File: src/rtl/data_mem_pkg.sv
// ============================================================================
// Module   : data_mem_pkg
// Brief    : Shared types and default constants for the data memory
//            controller (FSM state encoding, default geometry).
// Revision : 1.0 - initial release
// ============================================================================
`default_nettype none

package data_mem_pkg;

   // Default geometry matches the original 128x8 data memory
   localparam int DMEM_DATA_W = 8;
   localparam int DMEM_ADDR_W = 7;

   // Controller states: hardware clear in progress, or serving requests
   typedef enum logic [0:0] {
      ST_CLEAR = 1'b0,
      ST_READY = 1'b1
   } dmem_state_e;

endpackage : data_mem_pkg

`default_nettype wire

File: src/rtl/data_mem_array.sv
// ============================================================================
// Module   : data_mem_array
// Brief    : Plain storage array, one synchronous write port and one
//            synchronous read port. No reset on the contents or the read
//            register so that block RAM inference stays clean. A read and
//            write to the same address on one edge returns the old contents.
// Revision : 1.0 - initial release
// ============================================================================
`default_nettype none

module data_mem_array #(
   parameter int DATA_W = 8,
   parameter int ADDR_W = 7
) (
   input  logic              clk,
   input  logic              we,
   input  logic [ADDR_W-1:0] waddr,
   input  logic [DATA_W-1:0] wdata,
   input  logic              re,
   input  logic [ADDR_W-1:0] raddr,
   output logic [DATA_W-1:0] rdata
);

   localparam int DEPTH = 1 << ADDR_W;

   logic [DATA_W-1:0] mem [DEPTH];

   // Write port
   always_ff @(posedge clk) begin
      if (we) begin
         mem[waddr] <= wdata;
      end
   end

   // Read port: output register only updates on an enabled read, so it holds
   always_ff @(posedge clk) begin
      if (re) begin
         rdata <= mem[raddr];
      end
   end

endmodule : data_mem_array

`default_nettype wire

File: src/rtl/data_mem_ctrl.sv
// ============================================================================
// Module   : data_mem_ctrl
// Brief    : Parametrised data memory controller. After reset it walks the
//            whole array writing CLEAR_VAL (busy high), then serves reads and
//            writes. Reads have one cycle latency with an rvalid strobe;
//            requests arriving during the clear are dropped and flagged on err.
// Config   : DATA_MEM_BYPASS_EN - when defined, a simultaneous read and write
//            (always the same address, addr is shared) returns the new data
//            (write-first). When undefined the old contents are returned.
// Revision : 1.0 - initial release
// ============================================================================
`default_nettype none

module data_mem_ctrl
   import data_mem_pkg::*;
#(
   parameter int                DATA_W    = DMEM_DATA_W,
   parameter int                ADDR_W    = DMEM_ADDR_W,
   parameter logic [DATA_W-1:0] CLEAR_VAL = '0
) (
   input  logic              clk,
   input  logic              rst,
   input  logic [ADDR_W-1:0] addr,
   input  logic              rd,
   input  logic              wr,
   input  logic [DATA_W-1:0] wdata,
   output logic [DATA_W-1:0] rdata,
   output logic              rvalid,
   output logic              busy,
   output logic              err
);

   localparam int DEPTH = 1 << ADDR_W;
   // One extra bit so the terminal count can never alias address zero
   localparam int PTR_W = ADDR_W + 1;
   localparam logic [PTR_W-1:0] PTR_LAST = PTR_W'(DEPTH - 1);

   dmem_state_e       state;
   logic [PTR_W-1:0]  ptr;

   logic              ready;
   logic              rd_ok;
   logic              wr_ok;
   logic              byp_hit;

   logic              arr_we;
   logic [ADDR_W-1:0] arr_waddr;
   logic [DATA_W-1:0] arr_wdata;
   logic [DATA_W-1:0] arr_rdata;

   // Read-result tracking: have_data masks the unreset array register until
   // the first accepted read; use_byp/byp_data carry the write-first value.
   logic              have_data;
   logic              use_byp;
   logic [DATA_W-1:0] byp_data;

   assign ready = (state == ST_READY);
   assign rd_ok = ready & rd & ~rst;
   assign wr_ok = ready & wr & ~rst;

`ifdef DATA_MEM_BYPASS_EN
   // rd and wr share addr, so a simultaneous pair is always same-address
   assign byp_hit = rd_ok & wr_ok;
`else
   assign byp_hit = 1'b0;
`endif

   // Array write port source: clear walker while clearing, datapath otherwise
   always_comb begin
      arr_we    = 1'b0;
      arr_waddr = addr;
      arr_wdata = wdata;
      if (state == ST_CLEAR) begin
         arr_we    = ~rst;
         arr_waddr = ptr[ADDR_W-1:0];
         arr_wdata = CLEAR_VAL;
      end else begin
         arr_we    = wr_ok;
      end
   end

   data_mem_array #(
      .DATA_W (DATA_W),
      .ADDR_W (ADDR_W)
   ) u_array (
      .clk   (clk),
      .we    (arr_we),
      .waddr (arr_waddr),
      .wdata (arr_wdata),
      .re    (rd_ok),
      .raddr (addr),
      .rdata (arr_rdata)
   );

   // FSM and clear pointer; busy drops on the edge that writes the last word
   always_ff @(posedge clk) begin
      if (rst) begin
         state <= ST_CLEAR;
         ptr   <= '0;
      end else if (state == ST_CLEAR) begin
         ptr <= ptr + 1'b1;
         if (ptr == PTR_LAST) begin
            state <= ST_READY;
         end
      end
   end

   // Response strobes and read-result selection state
   always_ff @(posedge clk) begin
      if (rst) begin
         rvalid    <= 1'b0;
         err       <= 1'b0;
         have_data <= 1'b0;
         use_byp   <= 1'b0;
         byp_data  <= '0;
      end else begin
         rvalid <= rd_ok;
         err    <= ~ready & (rd | wr);
         if (rd_ok) begin
            have_data <= 1'b1;
            use_byp   <= byp_hit;
            byp_data  <= wdata;
         end
      end
   end

   assign busy  = (state == ST_CLEAR);
   assign rdata = !have_data ? '0 : (use_byp ? byp_data : arr_rdata);

endmodule : data_mem_ctrl

`default_nettype wire

File: config.mk
export PLATFORM = sky130hd
export DESIGN_NAME = data_mem_ctrl
export DESIGN_NICKNAME = d
export VERILOG_FILES = /design/src/rtl/data_mem_pkg.sv /design/src/rtl/data_mem_array.sv /design/src/rtl/data_mem_ctrl.sv
export SDC_FILE = /design/constraint.sdc
export NUM_CORES = 1
export LEC_CHECK = 0
export CORE_MARGIN = 2
export CORE_UTILIZATION = 63
export DETAILED_ROUTE_END_ITERATION = 10
export GPL_TIMING_DRIVEN = 0
export PLACE_DENSITY = 0.89
export SKIP_CTS_REPAIR_TIMING = 1
export SLEW_MARGIN = 20
export SYNTH_ARGS = -nofsm -noshare
export SYNTH_HDL_FRONTEND = slang
export SYNTH_SLANG_ARGS = --single-unit
File: constraint.sdc
create_clock -name clk -period 3.8 [get_ports clk]
set_clock_uncertainty 0.1 [all_clocks]
set_input_delay 0.57 -clock clk [delete_from_list [all_inputs] [get_ports clk]]
set_output_delay 0.57 -clock clk [all_outputs]
set_load 0.005 [all_outputs]
==> reports/results.txt <==
Status: finished, violations left
Failing checks: DRC, setup timing
Leakage: 14.83 nW
Final Hold Fails: 0
Initial Util: 63.95%
RSZ-0062 raised after global routing: true
Post-Syn Area: 40420 um2
Nets: 1876
FF-to-FF path depth: 7
Cell with the most instances after synthesis: edfxtp_1
Period minus WS final: 4.121 ns
Avg Cell Area, Syn: 23.46 um2
DP Area: 41980 um2
CP Class: reg2reg
Mapped Cells: 1723
Initial antenna violation count: 18
Yosys cell types: 35
Top Ports: 30
Worst Hold Path EP: ptr[7]$_SDFFE_PP0N_
Post-synth top area share: 76.68%
Worst R2R Setup Slack: -0.32 ns
CTS tree: built
R2r endpoint: u_array.mem[35][3]$_DFFE_PP_
1st-iter DRT viols: 4110
TritonRoute pass-1 iters: 11
Hold Slack: 0.4972 ns
DR vias/cell: 7.827
Post-Place Worst Slack: -1.426 ns
Vias in the first global route: 21.51k
DRC: 2
Period utilisation layout: 108.5%
Fin area: 45630 um2
Critical Path Fanout Max: 10
Top cells by count, synth: edfxtp_1, mux4_2, nor2_1
Setup crit end kind: register
Clock Sinks: 1044
Post-Route WL: 121.2 mm
Asr flop ratio synth: 0%
Peak Freq: 242.6 MHz
CP Data Required Time: 4.06 ns
Placed Cells: 2602
Max VDD drop: 427.9 uV
Origin of the critical flop-to-flop path: ready$_SDFF_PP0_
Worst Hold Class: reg2reg
Share of cells above drive strength 1: 33.26%
Worst Tran Pin Value: 1.181 ns
Core area: 63200 um2
Rel. slew slack: 21.29%
GP Congestion: 0.8891
CTS max path bufs: 3
First-pass GRT wire length: 164.7 mm
CTS buffer count: 97
Synth Register Bits: 1044
Final setup violation count: 709
Root buf cell: clkbuf_16
Antenna viol nets, final: 0
Grt ovf: 0
Crit path arrival time: 4.38 ns
Worst setup SP type: register
Via count: 21.71k
Row count: 92
Port Buf Inserts: 23
Net Count, Synth: 1743
H-tree depth: 3
Slack of the critical path: -0.3214 ns
Total Routing Usage GR: 36.29%
Die height: 257.3 um
Final slew viol count: 0
Syn. warnings: 0
Post-synth EDFFs: 1032
Max-cap violations: 0
Largest net degree at the start of global routing: 78
PD cells: 519.2 nW/um2
Die X: 257.3 um
Area delta synth->final: 12.91%
Seq/Total Area, Yosys: 77.27%
Post-DR wirelength/cell: 43.70 um
Clk slew on worst S/H paths: 0.07 ns
Worst hold path cell count: 2
HPWL Detailed: 65.90 mm
Die area: 66190 um2
Non-filler cells, final: 2774
Synth top area cells: edfxtp_1, mux4_2, nor2_1
Top FF cell, synth: edfxtp_1
Worst Min Path Start: ptr[7]$_SDFFE_PP0N_
Worst-Skew Late Latency: 0.68 ns
Synth area leader: edfxtp_1
Setup tns final: -86.76 ns
routing by layer:
| layer | vias up | track usage, % | part of all wire [%] |
|---|---|---|---|
| met5 | - | 0.1462 | 0.16 |
| met4 | 26 | 21.80 | 7.8 |
| met3 | 620 | 12.02 | 14 |
| met2 | 2466 | 57.08 | 48 |
| met1 | 11000 | 44.34 | 30 |
| li1 | 7597 | - | - |
cells in the final DEF (no fill, tap or decap), types with 2 or more instances in the layout:
cell and instances:
nor3_1 2, clkinv_2 8, inv_6 2, and2_4 8, nor2_2 47, clkbuf_1 53
clkdlybuf4s50_1 23, o32ai_2 2, buf_6 3, mux4_2 336, buf_1 6, clkinv_1 14
nor2_1 55, nor2_4 40, nand2b_1 3, a32o_1 3, and3_1 2, and2_1 8
dfxtp_1 12, buf_2 28, buf_16 7, bufinv_16 13, clkbuf_2 20, clkinvlp_4 4
clkbuf_16 100, nand3_1 15, or3_1 3, buf_4 2, xor2_1 3, xnor2_1 3
o31ai_2 2, edfxtp_1 1032, inv_1 5, mux2_2 9, diode_2 7, buf_12 3
nand2_1 24, o21ai_0 4
critical path: stages, from the launching register on:
cell	delay, ns
dfxtp_1	0.36
clkbuf_1	0.39
inv_1	0.44
o32ai_1	0.74
nand3_1	0.67
buf_2	0.62
nor2_1	0.27
buf_4	0.22
layout make-up:
class	instances	area, um2
fillers	3156	17560
diodes	7	17.52
clock buffers	120	2577
flip-flops and latches	1044	31230
well taps	846	1059
repair buffers	34	490.5
multi-input cells	581	9230
clock inverters	44	566.8
plain buffers	92	437.9
inverters	6	22.52
where the power goes:
group	internal, mW	switching (mW)	leakage [nW]
clock	5.69	4.45	1.52
sequential	12.5	0.0122	10.3
combinational	0.434	0.641	3.02
total	18.6	5.10	14.8
flip-flops by register name, indices dropped and copies added (netlist names):
| signal | flops |
|---|---|
| u_array.rdata | 8 |
| err | 1 |
| have_data | 1 |
| ptr | 8 |
| ready | 1 |
| rvalid | 1 |
| u_array.mem | 1024 |
stage by stage:
step                utilization [%]  total power, mW
CTS                           71.40            23.48
floorplan                         -            13.34
finish                        72.21            23.69
detailed placement            66.42            13.68
global route                  72.18            23.93
global placement              65.99            13.64
worst max path at each step:
stage / start / end / slack [ns] / cells past startpoint
after floorplan: ready$_SDFF_PP0_ / u_array.mem[0][0]$_DFFE_PP_ / 0.37 / 4
after global placement: ready$_SDFF_PP0_ / u_array.mem[60][3]$_DFFE_PP_ / -1.88 / 4
after detailed placement: addr[2] / u_array.mem[55][6]$_DFFE_PP_ / -1.43 / 8
after CTS: addr[2] / u_array.mem[53][6]$_DFFE_PP_ / -0.88 / 8
after global routing: ready$_SDFF_PP0_ / u_array.mem[35][3]$_DFFE_PP_ / -0.21 / 7
final: ready$_SDFF_PP0_ / u_array.mem[35][3]$_DFFE_PP_ / -0.32 / 7
kinds of logic after synthesis:
| family | after synthesis | share of synthesized area [%] |
|---|---|---|
| adders and majority gates | 1 | 0.03095 |
| xor gates and xnor gates | 6 | 0.1301 |
| muxes | 347 | 19.02 |
| AOI/OAI and AO/OA | 16 | 0.2972 |
| and+or+nand+nor | 211 | 2.201 |
| buffers and inverters | 98 | 1.043 |
| DFF | 1044 | 77.27 |
Power figures use the tool's default switching activity.
